### src/rtl/tx_block_gearbox.sv
// TX gearbox: packs 66-bit 64b/66b blocks into a continuous DATA_WIDTH-bit word stream.
// Optional block/underflow counters are built when TX_GEARBOX_STATS_EN is defined.
module tx_block_gearbox #(
    parameter int DATA_WIDTH = 32
) (
    input  logic                  i_clk,
    input  logic                  i_reset,
    input  logic [63:0]           i_tx_data,
    input  logic [1:0]            i_tx_header,
    input  logic                  i_tx_valid,
    output logic                  o_tx_ready,
    output logic [DATA_WIDTH-1:0] o_xver_data,
    output logic                  o_xver_data_valid,
    output logic                  o_underflow
`ifdef TX_GEARBOX_STATS_EN
    ,
    output logic [31:0]           o_block_count,
    output logic [15:0]           o_underflow_count
`endif
);

    localparam int BLK_BITS = 66;
    localparam int BUF_BITS = BLK_BITS + DATA_WIDTH;
    localparam int CW       = $clog2(BUF_BITS + 1);

    generate
        if (DATA_WIDTH != 16 && DATA_WIDTH != 32 && DATA_WIDTH != 64) begin : g_bad_width
            $error("tx_block_gearbox: DATA_WIDTH must be 16, 32 or 64");
        end
    endgenerate

    logic [BUF_BITS-1:0]   buf_q;
    logic [BUF_BITS-1:0]   buf_d;
    logic [CW-1:0]         cnt_q;
    logic [CW-1:0]         cnt_d;
    logic [DATA_WIDTH-1:0] xver_data_q;
    logic [DATA_WIDTH-1:0] xver_data_d;
    logic                  xver_valid_q;
    logic                  xver_valid_d;
    logic                  underflow_q;
    logic                  underflow_d;
    logic                  run_q;
    logic                  run_d;

    logic                  out;
    logic                  accept;
    logic                  ready;
    logic [CW-1:0]         rem;
    logic [BUF_BITS-1:0]   remain_bits;
    logic [BUF_BITS-1:0]   blk_ext;

    always_comb begin
        out         = (cnt_q >= CW'(DATA_WIDTH));
        rem         = out ? (cnt_q - CW'(DATA_WIDTH)) : cnt_q;
        remain_bits = out ? (buf_q >> DATA_WIDTH) : buf_q;
        ready       = ((int'(rem) + BLK_BITS) <= BUF_BITS) && !i_reset;
        accept      = i_tx_valid && ready;
        // Gate the block by accept so idle/X inputs never reach the buffer.
        blk_ext     = accept ? BUF_BITS'({i_tx_data, i_tx_header}) : '0;
        buf_d       = remain_bits | (blk_ext << rem);
        cnt_d       = rem + (accept ? CW'(BLK_BITS) : CW'(0));
        xver_data_d = out ? buf_q[DATA_WIDTH-1:0] : xver_data_q;
        xver_valid_d = out;
        run_d       = run_q | out;
        underflow_d = run_q && !out;
    end

    always_ff @(posedge i_clk) begin
        if (i_reset) begin
            buf_q        <= '0;
            cnt_q        <= '0;
            xver_data_q  <= '0;
            xver_valid_q <= 1'b0;
            underflow_q  <= 1'b0;
            run_q        <= 1'b0;
        end else begin
            buf_q        <= buf_d;
            cnt_q        <= cnt_d;
            xver_data_q  <= xver_data_d;
            xver_valid_q <= xver_valid_d;
            underflow_q  <= underflow_d;
            run_q        <= run_d;
        end
    end

    assign o_tx_ready        = ready;
    assign o_xver_data       = xver_data_q;
    assign o_xver_data_valid = xver_valid_q;
    assign o_underflow       = underflow_q;

`ifdef TX_GEARBOX_STATS_EN
    logic [31:0] block_count_q;
    logic [31:0] block_count_d;
    logic [15:0] underflow_count_q;
    logic [15:0] underflow_count_d;

    // Underflow counter tracks the registered flag cycle-for-cycle and saturates.
    always_comb begin
        block_count_d     = block_count_q + (accept ? 32'd1 : 32'd0);
        underflow_count_d = underflow_count_q;
        if (underflow_d && underflow_count_q != 16'hFFFF) begin
            underflow_count_d = underflow_count_q + 16'd1;
        end
    end

    always_ff @(posedge i_clk) begin
        if (i_reset) begin
            block_count_q     <= '0;
            underflow_count_q <= '0;
        end else begin
            block_count_q     <= block_count_d;
            underflow_count_q <= underflow_count_d;
        end
    end

    assign o_block_count     = block_count_q;
    assign o_underflow_count = underflow_count_q;
`endif

endmodule

### config.mk
export PLATFORM = sky130hd
export DESIGN_NAME = tx_block_gearbox
export DESIGN_NICKNAME = d
export VERILOG_FILES = /design/src/rtl/tx_block_gearbox.sv
export SDC_FILE = /design/constraint.sdc
export NUM_CORES = 1
export LEC_CHECK = 0
export CORE_UTILIZATION = 52
export DETAILED_ROUTE_END_ITERATION = 8
export PLACE_DENSITY_LB_ADDON = 0.25
export SYNTH_ARGS = -nofsm -noshare
export SYNTH_HDL_FRONTEND = slang
export SYNTH_SLANG_ARGS = --single-unit
export TNS_END_PERCENT = 20
### constraint.sdc
create_clock -name i_clk -period 3.55 [get_ports i_clk]
set_input_delay 0.71 -clock i_clk [delete_from_list [all_inputs] [get_ports i_clk]]
set_output_delay 0.71 -clock i_clk [all_outputs]
set_load 0.02 [all_outputs]
==> metrics.txt <==
worst hold start=o_xver_data[16]; global-route wire length before repair=50.2 mm; primary flip-flop cell chosen by synthesis mapping=dfxtp_1; post-CTS setup buffer count=0; DRC errors left=20; Met2 Wirelength=13.8 mm; Worst Path Max Fanout=14; worst rel slew slack=32.8%; most common library cell in the layout ignoring fill and taps=nand2_1; Via-to-Cell Ratio=6.62; type of the setup path with the least slack=flop to output pin; Cell Rows=49; met3 routed WL=3.42 mm; status=finished, violations left; number of instances in the synthesized netlist=1165; via count of the first global-routing pass=8645; total power=0.00504 W; switching share of power=32.9%; placeable core region=18100 um2; Wirelength per Cell=22.1 um; Fin. Hold Viols=0; share of layout cells above drive strength 1=13.6%; crit path DAT=2.65 ns; FF+latch area=2800 um2; wire length after detailed routing=32.3 mm; metal1 wirelength=14.0 mm; uppermost routed layer=met4; DP HPWL=23.5 mm; clk sinks=139; maximum single-stage delay on the critical path=0.68 ns; number of pins with negative max-slew slack in the final report=0; clock network fraction of total power=35.4%; count of port buffers added during placement=103; cell leakage power=4.06 nW; largest net degree at the start of global routing=93; Reg2Reg Launch Point=cnt_q[2]; async set or reset register ratio after synthesis=0%; CTS hold repair buffers=0; part of the power in combinational logic=28.7%; count of H-tree levels built during CTS=4; top library cells by usage in the layout, fill and taps aside=213 x nand2_1, 135 x dfxtp_1, 102 x clkdlybuf4s50_1; average cell area after synthesis=8.32 um2; number of library cell types mapped by synthesis=71; flops & latches, synth=139; overall via count from detail_route=9686; synthesized netlist net count=1238; die outline height=138 um; synthesis-to-layout area growth=17.8%; maximum clock skew at final layout=0.00795 ns; nets@finish=1296; part of the power in registers=35.9%; logic depth of the worst register-to-register path=13; number of warnings printed during yosys synthesis=0; slowest cell on the critical path=clkdlybuf4s50_1; EDFF count, synth=0; largest vdd supply drop=260 uV; cell at the root of the clock tree=clkbuf_16; class of the worst hold path=flop to flop; post-layout min period=3.36 ns; overall routing resource usage=33.9%; starting DRC count in detailed routing=1132; violated checks=design-rule violations; measured slew at the worst slew-check pin=1.00 ns; required time at the worst-slack endpoint=2.84 ns; net switching power figure=0.00166 W; peak clock frequency supported by timing=0.297 GHz; WHS Path Cells=2; routability congestion estimate=0.973; CTS clock-pin slew for the worst setup and hold paths=0.06 ns; Die Footprint=19200 um2; critical register-to-register path endpoint=cnt_q[6]; Initial Utilization=53.6%; Finish-stage setup viols=0; die width=138 um; type of element launching the critical path=flop; critical path, cell by cell=inv_1, ha_1, nor2b_1, o221ai_1, a2bb2oi_4, inv_2, clkdlybuf4s50_1; drt first pass iters=7; leftover overflow at the end of global routing=0; Top Ports=104; Setup crit end kind=output pin; antenna violations before repair=0; setup repair after global routing missed its margin=false; buffer levels on the longest clock path=2; max-capacitance violation count=0; post-synthesis cell area=9690 um2; CTS tree=yes; sequential cell area fraction in the yosys report=28.7%; multi-input logic area=6290 um2; worst hold endpoint=o_xver_data[16]; antenna cells=0; post-cts gate resize count=0; Post-Route Setup TNS=0 ns; Num CTS Buffers=17; fill cell total of the finished layout=1605; Internal Pwr Total=0.00338 W; ratio of final minimum period to clock period=94.8%; post-route antenna net violation count=0; clock latency at the later pin of the worst-skew pair=0.43 ns; power density normalized to cell area=441 nW/um2; reg2reg setup slack=0.59 ns
==> worst max-delay path by stage <==
stage / from / to / depth (start not counted)
finish: cnt_q[2] / o_tx_ready / 7
CTS: cnt_q[2] / o_tx_ready / 7
global route: cnt_q[1] / o_tx_ready / 7
detailed placement: i_reset / cnt_q[6] / 12
floorplan: cnt_q[1] / cnt_q[6] / 19
global placement: i_tx_header[0] / buf_q[30] / 6
==> metrics by stage <==
step	setup slack [ns]	hold slack, ns	instances	cell area [um2]	utilization (%)
final	0.186	0.448	1464	11400	63.1
after global routing	0.114	0.469	1464	11400	63.1
after CTS	0.167	0.452	1464	11400	63.1
after detailed placement	0.524	0.444	1433	10800	59.8
after global placement	0.536	0.435	1433	10800	59.8
after floorplan	0.0486	0.427	1165	9690	-
==> registers in the layout (all words and copies together) (netlist names) <==
signal             cells
o_xver_data_valid      1
cnt_q                  6
run_q                  1
buf_q                 98
o_xver_data           32
o_underflow            1
==> metal layers <==
| metal | track usage [%] | up-vias |
|---|---|---|
| met2 | 49.0 | 593 |
| li1 | - | 4432 |
| met4 | 13.5 | 0 |
| met3 | 8.00 | 77 |
| met1 | 48.4 | 4584 |
| met5 | 0 | - |
==> power by group through the flow <==
stage | Clock, W | Combinational, W | Sequential, W
after floorplan | 0 | 0.000938 | 0.00182
after global placement | 0 | 0.00138 | 0.00184
after detailed placement | 0 | 0.00139 | 0.00184
after CTS | 0.00179 | 0.00140 | 0.00181
after global routing | 0.00187 | 0.00154 | 0.00182
final | 0.00178 | 0.00145 | 0.00181
==> synth_stat cells, drive strengths merged, types with 9 or more instances <==
library cell	n	area [um2]
mux2	42	473
a211oi	9	67.6
o22ai	43	269
nor2	97	364
dfxtp	139	2780
o21ai	43	215
clkbuf	52	195
o211ai	9	67.6
mux4	44	1030
a31oi	27	169
inv	19	71.3
a21oi	95	475
nor3	14	75.1
nor2b	13	81.3
a221oi	13	114
nand3	19	95.1
a22oi	26	195
a22o	10	87.6
or3	10	62.6
mux2i	76	773
buf	50	354
o22a	9	78.8
nand2	214	806
==> kinds of logic (layout without fill, tap and decap cells) <==
logic type | Yosys count | count (layout) | synth area share, %
flip-flops | 139 | 139 | 28.7
buffers and inverters | 121 | 191 | 6.41
multiplexers | 162 | 162 | 23.5
XOR/XNOR | 3 | 3 | 0.271
adder cells (fa/ha/maj) | 4 | 4 | 0.517
AO/OA/AOI/OAI | 339 | 339 | 23.2
AND/OR/NAND/NOR | 397 | 397 | 17.4
==> cell type report <==
| class | count | share of cell area [%] |
|---|---|---|
| multi-input combinational | 905 | 55.1 |
| timing repair buffer | 141 | 12.1 |
| clock buffer | 19 | 3.98 |
| tap | 229 | 2.51 |
| sequential | 139 | 24.5 |
| inverter | 19 | 0.625 |
| clock inverter | 12 | 1.21 |
==> worst max-delay path, delay by kind of cell, from the launching register on <==
family	cells	cell delay, ns
and+or+nand+nor	1	0.14
AOI/OAI and AO/OA	2	0.42
adders and majority gates	1	0.28
DFF	1	0.38
buffers and inverters	3	1.00
Power figures use the tool's default switching activity.
==> RTL edit 1: new RTL, same settings <==
Change the localparam `BLK_BITS` from 66 to 70.
--- a/src/rtl/tx_block_gearbox.sv
+++ b/src/rtl/tx_block_gearbox.sv
@@ -19,7 +19,7 @@
 `endif
 );
 
-    localparam int BLK_BITS = 66;
+    localparam int BLK_BITS = 70;
     localparam int BUF_BITS = BLK_BITS + DATA_WIDTH;
     localparam int CW       = $clog2(BUF_BITS + 1);
 
Check against the original RTL: not equivalent (Yosys sat finds a counterexample within 10 cycles, from zero or initial values and one cycle with i_reset high).
==> RTL edit 1 against the unedited design <==
- combinational power is 81% higher
- setup slack worse by 13 ps
- sequential cell count is 4 higher
- count of clock-buffer cells in the layout is 1 higher
- via count is 1.7% lower
- power is 24% higher
- final area is 1.8% lower
- routed wire length is 0.16% higher
- clock power is 9% lower
- fmax is 0.37% lower
- synthesized area is 2.1% lower
- largest cell class unchanged
- highest routed layer unchanged
==> RTL edit 1: results (changes against the unedited design) <==
[placement]
post_dp_cell_area_um2=10680  ; -1.3%
io_buffers=103  ; unchanged
gp_congestion=0.9884  ; +1.6%
place_hpwl_um=23030  ; -2.0%

[power]
ir_drop_uv=362.0  ; +39%
leakage_nw=4.216  ; +3.7%

[finish]
antenna_cells=0  ; unchanged
top_register=buf_q
final_layout_size_suffix_gt1_share_pct=14.62  ; +1.0 points
utilization_pct=62.60  ; -0.50 points
nets=1266  ; -2.3%
n_fill_cell=1619  ; +0.87%
largest_register_ffs=102  ; +4.1%

[clocking]
insertion_delay_ps=430  ; about the same
cts_root_buf=clkbuf_16
cts.path.max_buffers=2  ; unchanged
htree_levels=4  ; unchanged
path_clk_slew_ps=60  ; about the same
numCtsBuffers=17  ; unchanged
post-cts-setup-buffers=0  ; unchanged

[worst_setup_path]
crit_path_end=o_tx_ready
cp_top_family=compound AO/OA/AOI/OAI gates
slowest_stage=dfxtp_2
rrSetupSlack_ps=340  ; -250 ps
startpoint=cnt_q[2]
critPathMaxFanout=12  ; -2
arrival_ps=2670  ; +20 ps
r2r-start=cnt_q[1]
slowest_delay_ps=450  ; -230 ps
timing.rr.end=buf_q[63]
r2r_cells=7  ; -6

[min_path]
hold_path_class=register to register
min_to=o_xver_data[28]
holdCritStartpoint=o_xver_data[28]

[timing]
worst_clock_skew_ps=10.79  ; +2.841 ps
max_freq_mhz=296.1  ; -0.37%
worst_slew_pin_slew_ps=794.7  ; -209.0 ps
holdWs_ps=447.5  ; -0.5260 ps

[global_route]
grt_pass1_vias=8616  ; -0.34%
grt_use_total_pct=35.50  ; +1.6 points
grt_max_degree=68  ; -27%
antenna_found_initial=0  ; unchanged
grt_pass1_wl_um=50380  ; +0.29%

[route]
detail_route.wl_per_cell_um=22.59  ; +2.3%
vias=9526  ; -1.7%
dr.pass1.iters=6  ; -1
detailedRoute.firstIterationViolations=1193  ; +5.4%

[yosys]
ys.flop_type=dfxtp_1
yosysSeqAreaShare_pct=30.17  ; +1.4 points
ys_async_sr_fraction_pct=0  ; unchanged
synth_fp_nets=1206  ; -2.6%
synthDistinctLibCells=73  ; +2.8%
ys_top_cells_by_area=dfxtp_1, mux4_2, nand2_1
ys_top_cells_by_count=nand2_1, dfxtp_1, nor2_1, a21oi_1, mux2i_1

[run_status]
run_status=completed

RTL edit 1: cell types whose count changed after synthesis, moves of 9 or more:
cell and delta:
mux4_2 +11, a21oi_1 -17, mux4_1 -11, a32oi_1 +9
nor2_1 -17, a22oi_1 -14, nand2_1 +12
RTL edit 1: repair_timing:
action | in CTS | in global routing
endpoints found under the setup margin | 1 | 0
hold buffers | 0 | 0
gates resized for setup | 1 | 0
RTL edit 1: layout make-up:
type / instances / area share, %
Tap cell: 229 / 2.557
Sequential cell: 143 / 25.60
Inverter: 11 / 0.3684
Timing Repair Buffer: 143 / 12.07
Clock buffer: 20 / 4.075
Clock inverter: 11 / 0.6029
Multi-Input combinational cell: 876 / 54.73
RTL edit 1: stage by stage:
stage	std cells	worst slack, ps
after floorplan	1132	10.35
after global placement	1402	413.9
after detailed placement	1402	362.2
after CTS	1433	185.2
after global routing	1433	14.17
final	1433	173.1
RTL edit 1: kinds of logic after synthesis:
| kind of cell | share of synthesized area, % |
|---|---|
| AND/OR/NAND/NOR | 17.67 |
| AO/OA/AOI/OAI | 22.60 |
| multiplexers | 23.31 |
| flip-flops | 30.17 |
| buffers and inverters | 5.327 |
| adder cells (fa/ha/maj) | 0.7384 |
| XOR/XNOR | 0.1846 |
RTL edit 1: worst min-delay path, stage by stage, from the launching register on:
cell	delay (ps)
dfxtp_1	310
nand2_1	50
a21oi_1	50
RTL edit 1: routing by layer:
layer / vias to the layer above / GRT usage (%) / part of all wire (%)
met5: - / 0 / 0
li1: 4333 / - / -
met4: 0 / 13.31 / 3.6
met1: 4428 / 50.37 / 43
met3: 103 / 9.889 / 12
met2: 662 / 50.73 / 42
RTL edit 1: where the power goes:
part	switching [mW]	internal [mW]
registers	0.151	1.83
clock network	0.698	0.918
logic	1.58	1.06
total	2.43	3.81
==> RTL edit 2: new RTL, same settings <==
Made on the original files. Take the reset off `buf_q` and load it in a clocked block of its own.
--- a/src/rtl/tx_block_gearbox.sv
+++ b/src/rtl/tx_block_gearbox.sv
@@ -67,20 +67,22 @@
 
     always_ff @(posedge i_clk) begin
         if (i_reset) begin
-            buf_q        <= '0;
             cnt_q        <= '0;
             xver_data_q  <= '0;
             xver_valid_q <= 1'b0;
             underflow_q  <= 1'b0;
             run_q        <= 1'b0;
         end else begin
-            buf_q        <= buf_d;
             cnt_q        <= cnt_d;
             xver_data_q  <= xver_data_d;
             xver_valid_q <= xver_valid_d;
             underflow_q  <= underflow_d;
             run_q        <= run_d;
         end
+    end
+
+    always_ff @(posedge i_clk) begin
+        buf_q <= buf_d;
     end
 
     assign o_tx_ready        = ready;
Formal check against the unedited RTL: differs if i_reset is asserted again (counterexample within 10 cycles, from zero or initial values and one cycle with i_reset high); with i_reset held inactive, the same outputs for 10 cycles.
==> RTL edit 2 against the unedited design <==
- routed wire length decreased by 9.1%
- synthesized area decreased by 4.7%
- largest cell class unchanged
- utilization increased by 0.37 points
- sequential cell count unchanged
- sequential share of layout area increased by 0.96 points
- highest routed layer unchanged
- global-route usage decreased by 1.0 points
- count of clock-buffer cells in the layout decreased by 1
- non-clock buffer count decreased by 8
- final area decreased by 3.8%
- setup slack got worse by 5.3 ps
- power increased by 13%
- first-iteration DRC count decreased by 18%
==> RTL edit 2: results (changes against the unedited design) <==
[finish]
nets=1182  ; -8.8%
largest_register_ffs=98  ; unchanged
top_register=buf_q
antenna_cells=0  ; unchanged
final_layout_size_suffix_gt1_share_pct=14.26  ; +0.66 points
final_cells=1347  ; -8.0%

[yosys]
synth-adder-area-share_pct=0.5423  ; +0.026 points
ys_top_cells_by_count=nand2_1, dfxtp_1, nor2_1, mux2i_1, nor3_1
synth.avg_cell_area_um2=8.764  ; +5.4%
synth_top_area_share_pct=30.15  ; +1.4 points
synth.area.mux_share_pct=26.10  ; +2.6 points
synth_fp_nets=1126  ; -9.0%
synth_compound_area_share_pct=17.64  ; -5.5 points
yosysSeqAreaShare_pct=30.15  ; +1.4 points
ys_async_sr_fraction_pct=0  ; unchanged
ys_top_cells_by_area=dfxtp_1, mux4_2, nand2_1
synth_xor_area_share_pct=0.3796  ; +0.11 points
yosys_warnings=0  ; unchanged
synthDistinctLibCells=67  ; -5.6%

[timing]
setup_viol=0  ; unchanged
fin_crit_sh_pct=94.92  ; +0.15 points
worst_slew_pin_slew_ps=871.8  ; -131.9 ps
worst_clock_skew_ps=6.867  ; -1.086 ps

[placement]
gp_congestion=0.9547  ; -1.8%
io_buffers=103  ; unchanged
place_hpwl_um=21220  ; -9.7%
post_dp_cell_area_um2=10350  ; -4.4%
dp_slack_ps=199.9  ; -324.6 ps

[min_path]
min_to=o_xver_data[19]
holdCritStartpoint=o_xver_data[19]
holdPathStages=2  ; unchanged
hold_path_class=register to register

[clocking]
path_clk_slew_ps=60  ; about the same
cts_resized=0  ; unchanged
insertion_delay_ps=420
numCtsBuffers=17  ; unchanged
cts.path.max_buffers=2  ; unchanged
cts_root_buf=clkbuf_16
post-cts-setup-buffers=0  ; unchanged

[worst_setup_path]
timing.rr.end=buf_q[71]
rrSetupSlack_ps=770  ; +180 ps
r2r_cells=12  ; -1
critPathMaxFanout=3  ; -11
startpoint=i_reset
arrival_ps=2660  ; about the same
crit_path_end=o_tx_ready
r2r-start=cnt_q[1]

[power]
ir_drop_uv=275.3  ; +6.1%
switching_share_pct=32.10  ; -0.78 points
leakage_nw=3.915  ; -3.7%

[route]
drt_wl_total_um=29380  ; -9.1%
dr.pass1.iters=6  ; -1
detailedRoute.firstIterationViolations=933  ; -18%
vias=8705  ; -10%

[global_route]
grt_pass1_wl_um=45850  ; -8.7%
grt_use_total_pct=32.85  ; -1.0 points
grt_max_degree=86  ; -7.5%
grt_pass1_vias=7973  ; -7.8%

[run_status]
run_status=completed

-- RTL edit 2: cell count changes after synthesis, moves of 18 or more --
cell,unedited run,this run
a21oi_1,95,49
a22oi_1,26,8
nor2_1,97,127
a31oi_1,27,6
nor3_1,13,50
nand2_1,213,163
-- RTL edit 2: layer usage --
| metal | GRT usage (%) | up-vias | share of wire (%) |
|---|---|---|---|
| li1 | - | 4035 | - |
| met1 | 47.30 | 4155 | 44 |
| met2 | 48.69 | 460 | 44 |
| met3 | 6.547 | 55 | 9.4 |
| met4 | 11.55 | 0 | 3.0 |
| met5 | 0 | - | 0 |
-- RTL edit 2: power by group through the flow --
stage	logic [mW]	clock network, mW	registers [mW]
global route	1.79	1.96	2.17
floorplan	1.12	0	2.12
finish	1.65	1.90	2.13
CTS	1.62	1.91	2.13
global placement	1.59	0	2.15
detailed placement	1.61	0	2.16
-- RTL edit 2: stage by stage --
| step | hold WS (ps) | total power, mW |
|---|---|---|
| 5_1_grt | 464.6 | 5.919 |
| 2_1_floorplan | 425.6 | 3.233 |
| 3_5_place_dp | 438.5 | 3.770 |
| 6_report | 449.1 | 5.685 |
| 3_3_place_gp | 439.4 | 3.744 |
| 4_1_cts | 449.5 | 5.659 |
-- RTL edit 2: layout make-up --
cell class | instances | area, µm²
Clock buffer | 18 | 439.2
Clock inverter | 14 | 192.7
Fill cell | 1512 | 6317
Inverter | 19 | 71.32
Multi-Input combinational cell | 799 | 5907
Sequential cell | 139 | 2794
Tap cell | 225 | 281.5
Timing Repair Buffer | 133 | 1294
-- RTL edit 2: worst max-delay path: stages --
cell,delay (ps)
clkdlybuf4s50_1,500
a21oi_1,200
o221ai_1,130
o32a_1,400
inv_2,80
clkdlybuf4s50_1,640
